### src/rtl/imem_fetch_arbiter_pkg.sv
// imem_arb_pkg: shared encodings for the instruction-memory fetch arbiter.
// Holds the FSM state encoding, the requester ids and the constants used
// by the address-error check.
package imem_arb_pkg;

   typedef enum logic [1:0] {
      IDLE = 2'd0,
      WAIT = 2'd1,
      RESP = 2'd2
   } arb_state_e;

   localparam logic REQ_FETCH = 1'b0;
   localparam logic REQ_DBG   = 1'b1;

   // Wait-state counter width; WAIT_CYC must fit in it (0..15).
   localparam int unsigned CNT_W = 4;

   // Instructions are word aligned: the low ALIGN_BITS of an address must be zero.
   localparam int unsigned ALIGN_BITS = 2;

endpackage

### src/rtl/imem_fetch_arbiter_if.sv
// imem_fetch_arbiter_if: requester handshakes plus the InstructionMemory port.
// The slave modport is the arbiter; the master modport is the environment
// (fetch/debug requesters and the memory itself).
interface imem_fetch_arbiter_if #(
   parameter int unsigned ADDR_W = 64,
   parameter int unsigned DATA_W = 32
);
   logic              fetch_req;
   logic [ADDR_W-1:0] fetch_addr;
   logic              fetch_gnt;
   logic              fetch_rvalid;
   logic [DATA_W-1:0] fetch_rdata;
   logic              fetch_err;

   logic              dbg_req;
   logic [ADDR_W-1:0] dbg_addr;
   logic              dbg_gnt;
   logic              dbg_rvalid;
   logic [DATA_W-1:0] dbg_rdata;
   logic              dbg_err;

   logic [ADDR_W-1:0] imem_addr;
   logic [DATA_W-1:0] imem_data;
   logic              busy;

   modport slave (
      input  fetch_req, fetch_addr, dbg_req, dbg_addr, imem_data,
      output fetch_gnt, fetch_rvalid, fetch_rdata, fetch_err,
      output dbg_gnt, dbg_rvalid, dbg_rdata, dbg_err,
      output imem_addr, busy
   );

   modport master (
      output fetch_req, fetch_addr, dbg_req, dbg_addr, imem_data,
      input  fetch_gnt, fetch_rvalid, fetch_rdata, fetch_err,
      input  dbg_gnt, dbg_rvalid, dbg_rdata, dbg_err,
      input  imem_addr, busy
   );
endinterface

### src/rtl/imem_fetch_arbiter_pick.sv
// imem_arb_pick: chooses which requester gets the memory port.
// Default build: fixed priority, debug beats fetch.
// With IMEM_ARB_RR_EN defined: round robin, a tie goes to the requester that
// was not granted last; the pointer moves on every grant.
module imem_arb_pick
   import imem_arb_pkg::*;
(
   input  logic CLK,
   input  logic resetl,
   input  logic fetch_req,
   input  logic dbg_req,
   input  logic take,
   output logic any_req,
   output logic pick_id
);

   assign any_req = fetch_req | dbg_req;

`ifdef IMEM_ARB_RR_EN
   logic last_q;
   logic last_d;

   // Tie goes to whoever was not granted last; a lone requester always wins.
   always_comb begin
      if (fetch_req && dbg_req) begin
         pick_id = ~last_q;
      end else begin
         pick_id = dbg_req ? REQ_DBG : REQ_FETCH;
      end
      last_d = take ? pick_id : last_q;
   end

   // Remember the most recent winner; starts out pointing at fetch.
   always_ff @(posedge CLK or negedge resetl) begin
      if (!resetl) begin
         last_q <= REQ_FETCH;
      end else begin
         last_q <= last_d;
      end
   end
`else
   logic unused_pick;
   assign unused_pick = CLK ^ resetl ^ take;
   assign pick_id     = dbg_req ? REQ_DBG : REQ_FETCH;
`endif

endmodule

### src/rtl/imem_fetch_arbiter.sv
// imem_fetch_arbiter: shares the single read-only InstructionMemory port
// between core fetch and debug readback, inserting WAIT_CYC+1 wait cycles
// per good read and answering bad addresses with an error response.
// Optional macro IMEM_ARB_RR_EN selects round-robin arbitration.
module imem_fetch_arbiter
   import imem_arb_pkg::*;
#(
   parameter int unsigned WAIT_CYC  = 2,
   parameter int unsigned MEM_BYTES = 160,
   parameter int unsigned ADDR_W    = 64,
   parameter int unsigned DATA_W    = 32
)(
   input logic                 CLK,
   input logic                 resetl,
   imem_fetch_arbiter_if.slave bus
);

   arb_state_e        state_q, state_d;
   logic [CNT_W-1:0]  cnt_q, cnt_d;
   logic              win_q, win_d;
   logic              bad_q, bad_d;
   logic [ADDR_W-1:0] imem_addr_q, imem_addr_d;
   logic [DATA_W-1:0] buf_q, buf_d;
   logic              fetch_gnt_q, fetch_gnt_d;
   logic              dbg_gnt_q, dbg_gnt_d;
   logic              fetch_rvalid_q, fetch_rvalid_d;
   logic              dbg_rvalid_q, dbg_rvalid_d;
   logic              fetch_err_q, fetch_err_d;
   logic              dbg_err_q, dbg_err_d;
   logic [DATA_W-1:0] fetch_rdata_q, fetch_rdata_d;
   logic [DATA_W-1:0] dbg_rdata_q, dbg_rdata_d;
   logic              busy_q, busy_d;

   logic              any_req;
   logic              pick_id;
   logic              take;
   logic [ADDR_W-1:0] sel_addr;
   logic              sel_bad;

   assign take     = (state_q == IDLE) && any_req;
   assign sel_addr = (pick_id == REQ_DBG) ? bus.dbg_addr : bus.fetch_addr;
   assign sel_bad  = (sel_addr[ALIGN_BITS-1:0] != '0) ||
                     (sel_addr >= ADDR_W'(MEM_BYTES));

   imem_arb_pick u_pick (
      .CLK       (CLK),
      .resetl    (resetl),
      .fetch_req (bus.fetch_req),
      .dbg_req   (bus.dbg_req),
      .take      (take),
      .any_req   (any_req),
      .pick_id   (pick_id)
   );

   // Next-state logic: accept in IDLE, count wait states, then emit one response pulse.
   always_comb begin
      state_d        = state_q;
      cnt_d          = cnt_q;
      win_d          = win_q;
      bad_d          = bad_q;
      imem_addr_d    = imem_addr_q;
      buf_d          = buf_q;
      fetch_gnt_d    = 1'b0;
      dbg_gnt_d      = 1'b0;
      fetch_rvalid_d = 1'b0;
      dbg_rvalid_d   = 1'b0;
      fetch_err_d    = 1'b0;
      dbg_err_d      = 1'b0;
      fetch_rdata_d  = fetch_rdata_q;
      dbg_rdata_d    = dbg_rdata_q;

      case (state_q)
         IDLE: begin
            if (any_req) begin
               win_d       = pick_id;
               imem_addr_d = sel_addr;
               bad_d       = sel_bad;
               fetch_gnt_d = (pick_id == REQ_FETCH);
               dbg_gnt_d   = (pick_id == REQ_DBG);
               if (sel_bad) begin
                  buf_d   = '0;
                  state_d = RESP;
               end else begin
                  cnt_d   = CNT_W'(WAIT_CYC);
                  state_d = WAIT;
               end
            end
         end
         WAIT: begin
            if (cnt_q == '0) begin
               buf_d   = bus.imem_data;
               state_d = RESP;
            end else begin
               cnt_d = cnt_q - CNT_W'(1);
            end
         end
         RESP: begin
            state_d = IDLE;
            if (win_q == REQ_DBG) begin
               dbg_rvalid_d = 1'b1;
               dbg_err_d    = bad_q;
               dbg_rdata_d  = buf_q;
            end else begin
               fetch_rvalid_d = 1'b1;
               fetch_err_d    = bad_q;
               fetch_rdata_d  = buf_q;
            end
         end
         default: state_d = IDLE;
      endcase

      busy_d = (state_d != IDLE);
   end

   // State and registered outputs; reset also abandons any read in flight.
   always_ff @(posedge CLK or negedge resetl) begin
      if (!resetl) begin
         state_q        <= IDLE;
         cnt_q          <= '0;
         win_q          <= REQ_FETCH;
         bad_q          <= 1'b0;
         imem_addr_q    <= '0;
         buf_q          <= '0;
         fetch_gnt_q    <= 1'b0;
         dbg_gnt_q      <= 1'b0;
         fetch_rvalid_q <= 1'b0;
         dbg_rvalid_q   <= 1'b0;
         fetch_err_q    <= 1'b0;
         dbg_err_q      <= 1'b0;
         fetch_rdata_q  <= '0;
         dbg_rdata_q    <= '0;
         busy_q         <= 1'b0;
      end else begin
         state_q        <= state_d;
         cnt_q          <= cnt_d;
         win_q          <= win_d;
         bad_q          <= bad_d;
         imem_addr_q    <= imem_addr_d;
         buf_q          <= buf_d;
         fetch_gnt_q    <= fetch_gnt_d;
         dbg_gnt_q      <= dbg_gnt_d;
         fetch_rvalid_q <= fetch_rvalid_d;
         dbg_rvalid_q   <= dbg_rvalid_d;
         fetch_err_q    <= fetch_err_d;
         dbg_err_q      <= dbg_err_d;
         fetch_rdata_q  <= fetch_rdata_d;
         dbg_rdata_q    <= dbg_rdata_d;
         busy_q         <= busy_d;
      end
   end

   assign bus.fetch_gnt    = fetch_gnt_q;
   assign bus.fetch_rvalid = fetch_rvalid_q;
   assign bus.fetch_rdata  = fetch_rdata_q;
   assign bus.fetch_err    = fetch_err_q;
   assign bus.dbg_gnt      = dbg_gnt_q;
   assign bus.dbg_rvalid   = dbg_rvalid_q;
   assign bus.dbg_rdata    = dbg_rdata_q;
   assign bus.dbg_err      = dbg_err_q;
   assign bus.imem_addr    = imem_addr_q;
   assign bus.busy         = busy_q;

endmodule

### src/flat_wrapper.sv
// flat-port wrapper written by rule: the top's interface ports become plain ports
module imem_fetch_arbiter_flat import imem_arb_pkg::*;
#(
   parameter int unsigned WAIT_CYC  = 2,
   parameter int unsigned MEM_BYTES = 160,
   parameter int unsigned ADDR_W    = 64,
   parameter int unsigned DATA_W    = 32
)
  (CLK, resetl, bus_fetch_req, bus_fetch_addr, bus_dbg_req, bus_dbg_addr, bus_imem_data, bus_fetch_gnt, bus_fetch_rvalid, bus_fetch_rdata, bus_fetch_err, bus_dbg_gnt, bus_dbg_rvalid, bus_dbg_rdata, bus_dbg_err, bus_imem_addr, bus_busy);
  imem_fetch_arbiter_if #(.ADDR_W(ADDR_W), .DATA_W(DATA_W)) bus_i ();
  input logic CLK;
  input logic resetl;
  input wire logic [$bits(bus_i.fetch_req)-1:0] bus_fetch_req;
  input wire logic [$bits(bus_i.fetch_addr)-1:0] bus_fetch_addr;
  input wire logic [$bits(bus_i.dbg_req)-1:0] bus_dbg_req;
  input wire logic [$bits(bus_i.dbg_addr)-1:0] bus_dbg_addr;
  input wire logic [$bits(bus_i.imem_data)-1:0] bus_imem_data;
  output wire logic [$bits(bus_i.fetch_gnt)-1:0] bus_fetch_gnt;
  output wire logic [$bits(bus_i.fetch_rvalid)-1:0] bus_fetch_rvalid;
  output wire logic [$bits(bus_i.fetch_rdata)-1:0] bus_fetch_rdata;
  output wire logic [$bits(bus_i.fetch_err)-1:0] bus_fetch_err;
  output wire logic [$bits(bus_i.dbg_gnt)-1:0] bus_dbg_gnt;
  output wire logic [$bits(bus_i.dbg_rvalid)-1:0] bus_dbg_rvalid;
  output wire logic [$bits(bus_i.dbg_rdata)-1:0] bus_dbg_rdata;
  output wire logic [$bits(bus_i.dbg_err)-1:0] bus_dbg_err;
  output wire logic [$bits(bus_i.imem_addr)-1:0] bus_imem_addr;
  output wire logic [$bits(bus_i.busy)-1:0] bus_busy;
  assign bus_i.fetch_req = bus_fetch_req;
  assign bus_i.fetch_addr = bus_fetch_addr;
  assign bus_i.dbg_req = bus_dbg_req;
  assign bus_i.dbg_addr = bus_dbg_addr;
  assign bus_i.imem_data = bus_imem_data;
  assign bus_fetch_gnt = bus_i.fetch_gnt;
  assign bus_fetch_rvalid = bus_i.fetch_rvalid;
  assign bus_fetch_rdata = bus_i.fetch_rdata;
  assign bus_fetch_err = bus_i.fetch_err;
  assign bus_dbg_gnt = bus_i.dbg_gnt;
  assign bus_dbg_rvalid = bus_i.dbg_rvalid;
  assign bus_dbg_rdata = bus_i.dbg_rdata;
  assign bus_dbg_err = bus_i.dbg_err;
  assign bus_imem_addr = bus_i.imem_addr;
  assign bus_busy = bus_i.busy;
  imem_fetch_arbiter #(.WAIT_CYC(WAIT_CYC), .MEM_BYTES(MEM_BYTES), .ADDR_W(ADDR_W), .DATA_W(DATA_W)) u_core (.CLK(CLK), .resetl(resetl), .bus(bus_i));
endmodule
### config.mk
export PLATFORM = sky130hd
export DESIGN_NAME = imem_fetch_arbiter_flat
export DESIGN_NICKNAME = d
export VERILOG_FILES = /design/src/rtl/imem_fetch_arbiter_pkg.sv /design/src/rtl/imem_fetch_arbiter_if.sv /design/src/rtl/imem_fetch_arbiter_pick.sv /design/src/rtl/imem_fetch_arbiter.sv /design/src/flat_wrapper.sv
export SDC_FILE = /design/constraint.sdc
export NUM_CORES = 1
export LEC_CHECK = 0
export CAP_MARGIN = 20
export CORE_MARGIN = 3
export CORE_UTILIZATION = 44
export DETAILED_ROUTE_END_ITERATION = 8
export PLACE_DENSITY = 0.9
export RECOVER_POWER = 50
export SLEW_MARGIN = 10
export SYNTH_ARGS = -nofsm -noshare
export SYNTH_HDL_FRONTEND = slang
export SYNTH_SLANG_ARGS = --single-unit
### constraint.sdc
create_clock -name CLK -period 1.9 [get_ports CLK]
set_clock_uncertainty 0.05 [all_clocks]
set_input_delay 0.38 -clock CLK [delete_from_list [all_inputs] [get_ports CLK]]
set_output_delay 0.38 -clock CLK [all_outputs]
set_load 0.01 [all_outputs]
After elaboration in Yosys (flattened, before gate mapping)
Index checks and enable logic that the tools add are counted.
W data, S select, Z words.
{"block": "word_totals", "ff_bits": 175, "input_bits": 164, "out_inout_bits": 135}
{"block": "classes", "order_cmp": 1, "add_sub_neg": 1, "bitwise": 3, "n_mux": 26, "eq_ne": 7, "reduce_logical": 11}
{"cell": "$mux W32", "count": 3}
{"cell": "$ge A64 B8 Y1 const B", "count": 1}
{"cell": "$mux W64", "count": 1}
{"cell": "$pmux W32 S2", "count": 1}
{"cell": "$mux W1", "count": 13}
{"cell": "$mux W4", "count": 3}
{"cell": "$pmux W4 S2", "count": 1}
{"cell": "$reduce_and A4 Y1", "count": 2}
{"cell": "$mux W2", "count": 3}
{"cell": "$ne A2 B1 Y1 const B", "count": 3}
{"cell": "$reduce_and A2 Y1", "count": 3}
{"cell": "$reduce_bool A2 Y1", "count": 3}
{"cell": "$logic_not A4 Y1", "count": 1}
{"cell": "$ne A2 B2 Y1 const B", "count": 2}
{"cell": "$pmux W2 S2", "count": 1}
{"cell": "$sub A4 B1 Y4 const B", "count": 1}
{"cell": "$eq A2 B1 Y1 const B", "count": 1}
{"cell": "$eq A2 B2 Y1 const B", "count": 1}
{"cell": "$logic_not A2 Y1", "count": 1}
{"cell": "$not A1 Y1", "count": 2}
{"cell": "$logic_or A1 B1 Y1", "count": 1}
{"cell": "$or A1 B1 Y1", "count": 1}

Longest topological paths before layout
{"block": "depth", "word_depth": 8, "mapped_depth": 8}

Cells and area by module
A second synthesis with hierarchy kept.
{"block": "unflattened", "cells_unflattened": 691, "area_unflattened_um2": 7711.1}
{"mod": "imem_fetch_arbiter", "n_inst": 1, "area_each_um2": 7697.4, "seq_area_each_um2": 4379.2, "cells_each": 689}
{"mod": "imem_arb_pick", "n_inst": 1, "area_each_um2": 13.8, "seq_area_each_um2": 0.0, "cells_each": 2}

Least setup slack after synthesis
No wires, ideal clock.
{"block": "synth_path", "path_kind": "input to register", "from": "input bus_dbg_addr[53]", "to": "register u_core.buf_q[10]", "stages": 6, "setup_ns": 0.076, "n_path_buf": 1, "setup_slack_ns": -0.002, "required_ns": 1.774, "arrival_time_ns": 1.775, "path_cell_list": "or4b_1 o22ai_1 nand3_1 o31a_1 buf_2 o21ai_1"}
{"block": "synth_between", "elab_chain_len": 5}
{"element": "from (decl)", "line": "flat_wrapper.sv:16", "text": "input wire logic [$bits(bus_i.dbg_addr)-1:0] bus_dbg_addr;"}
{"element": "$mux W64", "line": "imem_fetch_arbiter.sv:41", "text": "assign sel_addr = (pick_id == REQ_DBG) ? bus.dbg_addr : bus.fetch_addr;"}
{"element": "$ge A64 B8 Y1", "line": "imem_fetch_arbiter.sv:43", "text": "(sel_addr >= ADDR_W'(MEM_BYTES));"}
{"element": "$logic_or A1 B1 Y1", "line": "imem_fetch_arbiter.sv:42", "text": "assign sel_bad = (sel_addr[ALIGN_BITS-1:0] != '0) ||"}
{"element": "$ne A2 B1 Y1 (no source line)"}
{"element": "$reduce_and A4 Y1 (no source line)"}
{"element": "to (signal assigned)", "line": "imem_fetch_arbiter.sv:139", "text": "buf_q <= buf_d;"}
{"element": "to (decl)", "line": "imem_fetch_arbiter.sv:23", "text": "logic [DATA_W-1:0] buf_q, buf_d;"}
Every way passes these cells.
A chain may end at the register's enable or synchronous reset.

Worst setup path after layout
{"block": "layout_path", "from": "input bus_dbg_addr[63]", "to": "register u_core.buf_q[22]"}
Same word-level chain as after synthesis.

==> impl_results.rst <==
.. list-table::
   :header-rows: 1

   * - Metric
     - Value
   * - Outcome
     - finished, violations left
   * - Failing checks
     - setup timing
   * - Maximum count of clock buffers along a single path
     - 2
   * - Largest fanout of any net on the critical path
     - 8
   * - Hold Crit Class
     - in -> reg
   * - Detailed-routing iteration count for the pre-antenna-repair pass
     - 5
   * - Unrepaired setup endpoints after global routing
     - true
   * - Slew of the pin with the lowest slew margin
     - approximately 0.86 ns
   * - Detailed Place HPWL
     - approximately 19000 um
   * - Final setup margin
     - -0.0343 ns
   * - Leakage dissipation
     - about 5.7 nW
   * - Initial antenna violation count
     - 2
   * - Post-detailed-route wirelength per cell
     - approximately 20 um
   * - Die boundary width
     - around 140 um
   * - Share of cells above drive strength 1
     - 0.170
   * - Layout fillers
     - between 1000 and 1500
   * - Post-synthesis net count
     - 895
   * - Critical Path Source Type
     - input port
   * - Global-route wire length before repair
     - 39400 um
   * - Source-to-sink clock delay at the later pin of the worst-skew pair
     - ~0.42 ns
   * - Critical Path RT
     - about 2.2 ns
   * - 1st-iter DRT viols
     - 299
   * - Reg-to-reg slack, setup
     - around 0.16 ns
   * - Syn avg cell area
     - a little over 10 sq um
   * - Via-to-Cell Ratio
     - about 5.3
   * - Fraction of the yosys area taken by sequential cells
     - 0.588
   * - Type of the worst setup path
     - in -> reg
   * - Vias
     - about 6900
   * - Capture instance of the worst register-to-register path
     - u_core.buf_q[21]
   * - Maximum number of pins on one net before global-route repair
     - 44
   * - Area taken by multi-input logic gates
     - around 3200 sq um
   * - Worst hold margin
     - 0.275 ns
   * - Worst r2r src
     - u_core.cnt_q[0]
   * - Antenna viol nets, final
     - 0
   * - Post-detailed-route DRC marker count
     - 0
   * - Area taken by flip-flops and latches
     - around 4400 sq um
   * - Critical Path Source
     - bus_dbg_addr[63]
   * - GRT Overall Usage
     - 0.279
   * - Net count of the finished layout
     - ~1200
   * - Die Outline Area
     - 18500 sq um
   * - Post-synthesis instance area
     - around 7500 sq um
   * - Number of primary I/O pins
     - between 200 and 300
   * - Cell count of the worst hold path
     - 3
   * - Number of global-route vias before repair
     - between 7000 and 8000
   * - Count of state elements after synthesis
     - between 150 and 200
   * - Clock-pin slew of the registers on the worst-case setup and hold paths
     - 0.06 ns
   * - Number of hold violations in the final report
     - 0
   * - Final worst path period need
     - around 1.9 ns
   * - CTS Root Cell
     - sky130_fd_sc_hd__clkbuf_16
   * - Slew Limit Fails
     - 0
   * - Setup tns final
     - -0.517 ns
   * - H-tree levels
     - 4
   * - Arr. time, crit path
     - between 2 and 2.5 ns
   * - Syn-to-layout area delta
     - 61.1%
   * - Congestion Overflow GR
     - 0
   * - Final weighted congestion in routability-driven placement
     - between 0.9 and 1
   * - Share of the cycle needed by the critical path after routing
     - 1.02
   * - Number of buffers added by the clock tree synthesis step
     - 17
   * - VDD IR max
     - about 0.73 mV
   * - Critical path endpoint category
     - register
   * - Final cell utilization of the core
     - 0.740
   * - Starting density of the core
     - 0.459
   * - Clock tree from TritonCTS
     - yes
   * - CTS sink count
     - 175
   * - Synthesized netlist cell count
     - between 700 and 800
   * - Warning count from the yosys run
     - 0
   * - Worst r2r path cells
     - 7
   * - Dpl ws
     - -0.678 ns
   * - Max_slew headroom
     - 0.424
   * - Standard-cell rows
     - 46
   * - PortBufs
     - ~300
   * - Total Routed Length
     - between 20000 and 30000 um
   * - Total of endpoints with negative setup slack in the final report
     - 28
   * - Count of distinct cell types in the synthesized netlist
     - 38
   * - Die Ht
     - between 100 and 150 um
   * - Core area
     - ~16000 sq um
   * - Highest attainable clock frequency
     - between 500 and 600 MHz
   * - Max Cap Viol
     - 0
   * - Power per cell area
     - roughly 800 nW/um^2
   * - Critical path destination
     - u_core.buf_q[22]
## synth_stat cells, drive strengths merged
cell type  instances  share of area
nand2            230           0.12
dfrtp            175           0.59
o21ai            103          0.069
mux2i             64          0.086
mux2              32          0.048
clkbuf            27          0.014
nor4              21          0.018
buf               15         0.0094
nor2               9         0.0045
nor3               7         0.0047
inv                5         0.0025
nand3              5         0.0034
nand4              4         0.0034
nor4b              3         0.0035
a21oi              2         0.0013
a31oi              2         0.0017
and2               2         0.0017
ha                 2         0.0034
nand2b             2         0.0017
nor3b              2         0.0020
o22a               2         0.0024
or2                2         0.0017
or3                2         0.0017
a211o              1         0.0012
a21o               1         0.0010
a22o               1         0.0012
a32o               1         0.0013
nand3b             1         0.0010
nor2b              1        0.00084
o21a               1         0.0010
o22ai              1        0.00084
o31a               1         0.0012
or4                1         0.0010
or4b               1         0.0013
## power by group
part           internal (W)  leakage (nW)  total, W  switching [W]
logic               0.00107          3.08   0.00206       0.000997
clock network       0.00205         0.287   0.00355        0.00150
registers           0.00401          2.30   0.00416       0.000156
total               0.00713          5.67   0.00978        0.00265
## placed cells by master, fill, tap and decap left out, types with 3 or more instances in the layout
cell type                         netlist  final
sky130_fd_sc_hd__nor3_2                 0      5
sky130_fd_sc_hd__clkinvlp_4             0      3
sky130_fd_sc_hd__clkdlybuf4s50_1        0    219
sky130_fd_sc_hd__buf_4                  0     38
sky130_fd_sc_hd__nand2_1              230    230
sky130_fd_sc_hd__inv_6                  0      3
sky130_fd_sc_hd__nor4_1                20      3
sky130_fd_sc_hd__o21ai_4                0      4
sky130_fd_sc_hd__dfrtp_1              175    175
sky130_fd_sc_hd__diode_2                0      3
sky130_fd_sc_hd__dlygate4sd2_1          0     49
sky130_fd_sc_hd__clkbuf_2               0      9
sky130_fd_sc_hd__nor4_2                 1     15
sky130_fd_sc_hd__clkbuf_8               0      3
sky130_fd_sc_hd__clkdlybuf4s15_1        0      3
sky130_fd_sc_hd__mux2_2                32     32
sky130_fd_sc_hd__mux2i_1               64     64
sky130_fd_sc_hd__nor2_1                 9      9
sky130_fd_sc_hd__buf_16                 0      3
sky130_fd_sc_hd__buf_12                 0      7
sky130_fd_sc_hd__o21ai_0               72     69
sky130_fd_sc_hd__nor4_4                 0      3
sky130_fd_sc_hd__o21ai_1               31     10
sky130_fd_sc_hd__nand4_1                4      4
sky130_fd_sc_hd__o21ai_2                0     20
sky130_fd_sc_hd__dlymetal6s2s_1         0     20
sky130_fd_sc_hd__clkbuf_16              0     17
sky130_fd_sc_hd__inv_1                  5      4
sky130_fd_sc_hd__nand3_2                0      3
## registers in the layout, summed over array words and instances (netlist names)
register	count
u_core.bad_q	1
u_core.win_q	1
u_core.bus.busy	1
u_core.bus.dbg_err	1
u_core.buf_q	32
u_core.bus.fetch_err	1
u_core.bus.fetch_rvalid	1
u_core.bus.fetch_rdata	32
u_core.cnt_q	4
u_core.state_q	2
u_core.bus.dbg_rvalid	1
u_core.bus.imem_addr	64
u_core.bus.dbg_rdata	32
u_core.bus.fetch_gnt	1
u_core.bus.dbg_gnt	1
## worst min path at each step
| stage | startpoint | slack (ns) | to |
|---|---|---|---|
| finish | bus_dbg_addr[28] | 0.28 | u_core.bus.imem_addr[28] |
| global route | bus_dbg_addr[53] | 0.31 | u_core.bus.imem_addr[53] |
| CTS | bus_fetch_addr[10] | 0.36 | u_core.bus.imem_addr[10] |
| detailed placement | resetl | 0.28 | u_core.bus.dbg_rvalid |
| global placement | resetl | 0.28 | u_core.bus.dbg_rvalid |
| floorplan | resetl | 0.03 | u_core.bad_q |
## worst max-delay path, cell delays in order
cell,delay [ns]
sky130_fd_sc_hd__clkdlybuf4s50_1,0.47
sky130_fd_sc_hd__nor3_2,0.20
sky130_fd_sc_hd__nand3_2,0.14
sky130_fd_sc_hd__o22a_1,0.26
sky130_fd_sc_hd__o31a_4,0.45
sky130_fd_sc_hd__buf_12,0.18
sky130_fd_sc_hd__o21ai_2,0.12
## cell families (layout without fill, tap and decap cells)
group,Yosys count,after routing,share of synthesized area
simple gates,293,293,0.167
buf+inv,47,390,0.0255
mux,96,96,0.134
flops,175,175,0.588
other cells,0,3,0
fa+ha+maj,2,2,0.00336
compound gates,116,116,0.0823
## final cells by class
class                   count  share of cell area
clock inverters            11              0.0106
diodes                      3            0.000625
well taps                 216              0.0225
clock buffers              21              0.0392
flip-flops and latches    175               0.365
repair buffers            353               0.292
inverters                   5             0.00156
multi-input cells         507               0.269
## through the flow
step / power [W] / cell area [sq um] / std cells
floorplan: 0.00486 / 7450 / 729
global placement: 0.00619 / 11100 / 1251
detailed placement: 0.00624 / 11100 / 1251
CTS: 0.00982 / 11900 / 1288
global route: 0.0101 / 12000 / 1291
finish: 0.00978 / 12000 / 1291
## metal layers
metal,vias up,GRT usage,share of wire
li1,3151,-,-
met1,3386,0.335,0.38
met2,251,0.473,0.52
met3,77,0.0607,0.055
met4,0,0.145,0.046
met5,-,0,0
## repair_timing
item                                    in CTS  in global routing
endpoints found under the setup margin      39                 39
endpoints found under the hold margin       39                  0
gates cloned                                 3                  0
hold buffers                                 1                  0
pin swaps                                   43                 36
resized for setup                           98                 63
buffers inserted                             1                  0
(Power assumes the default switching activity.)
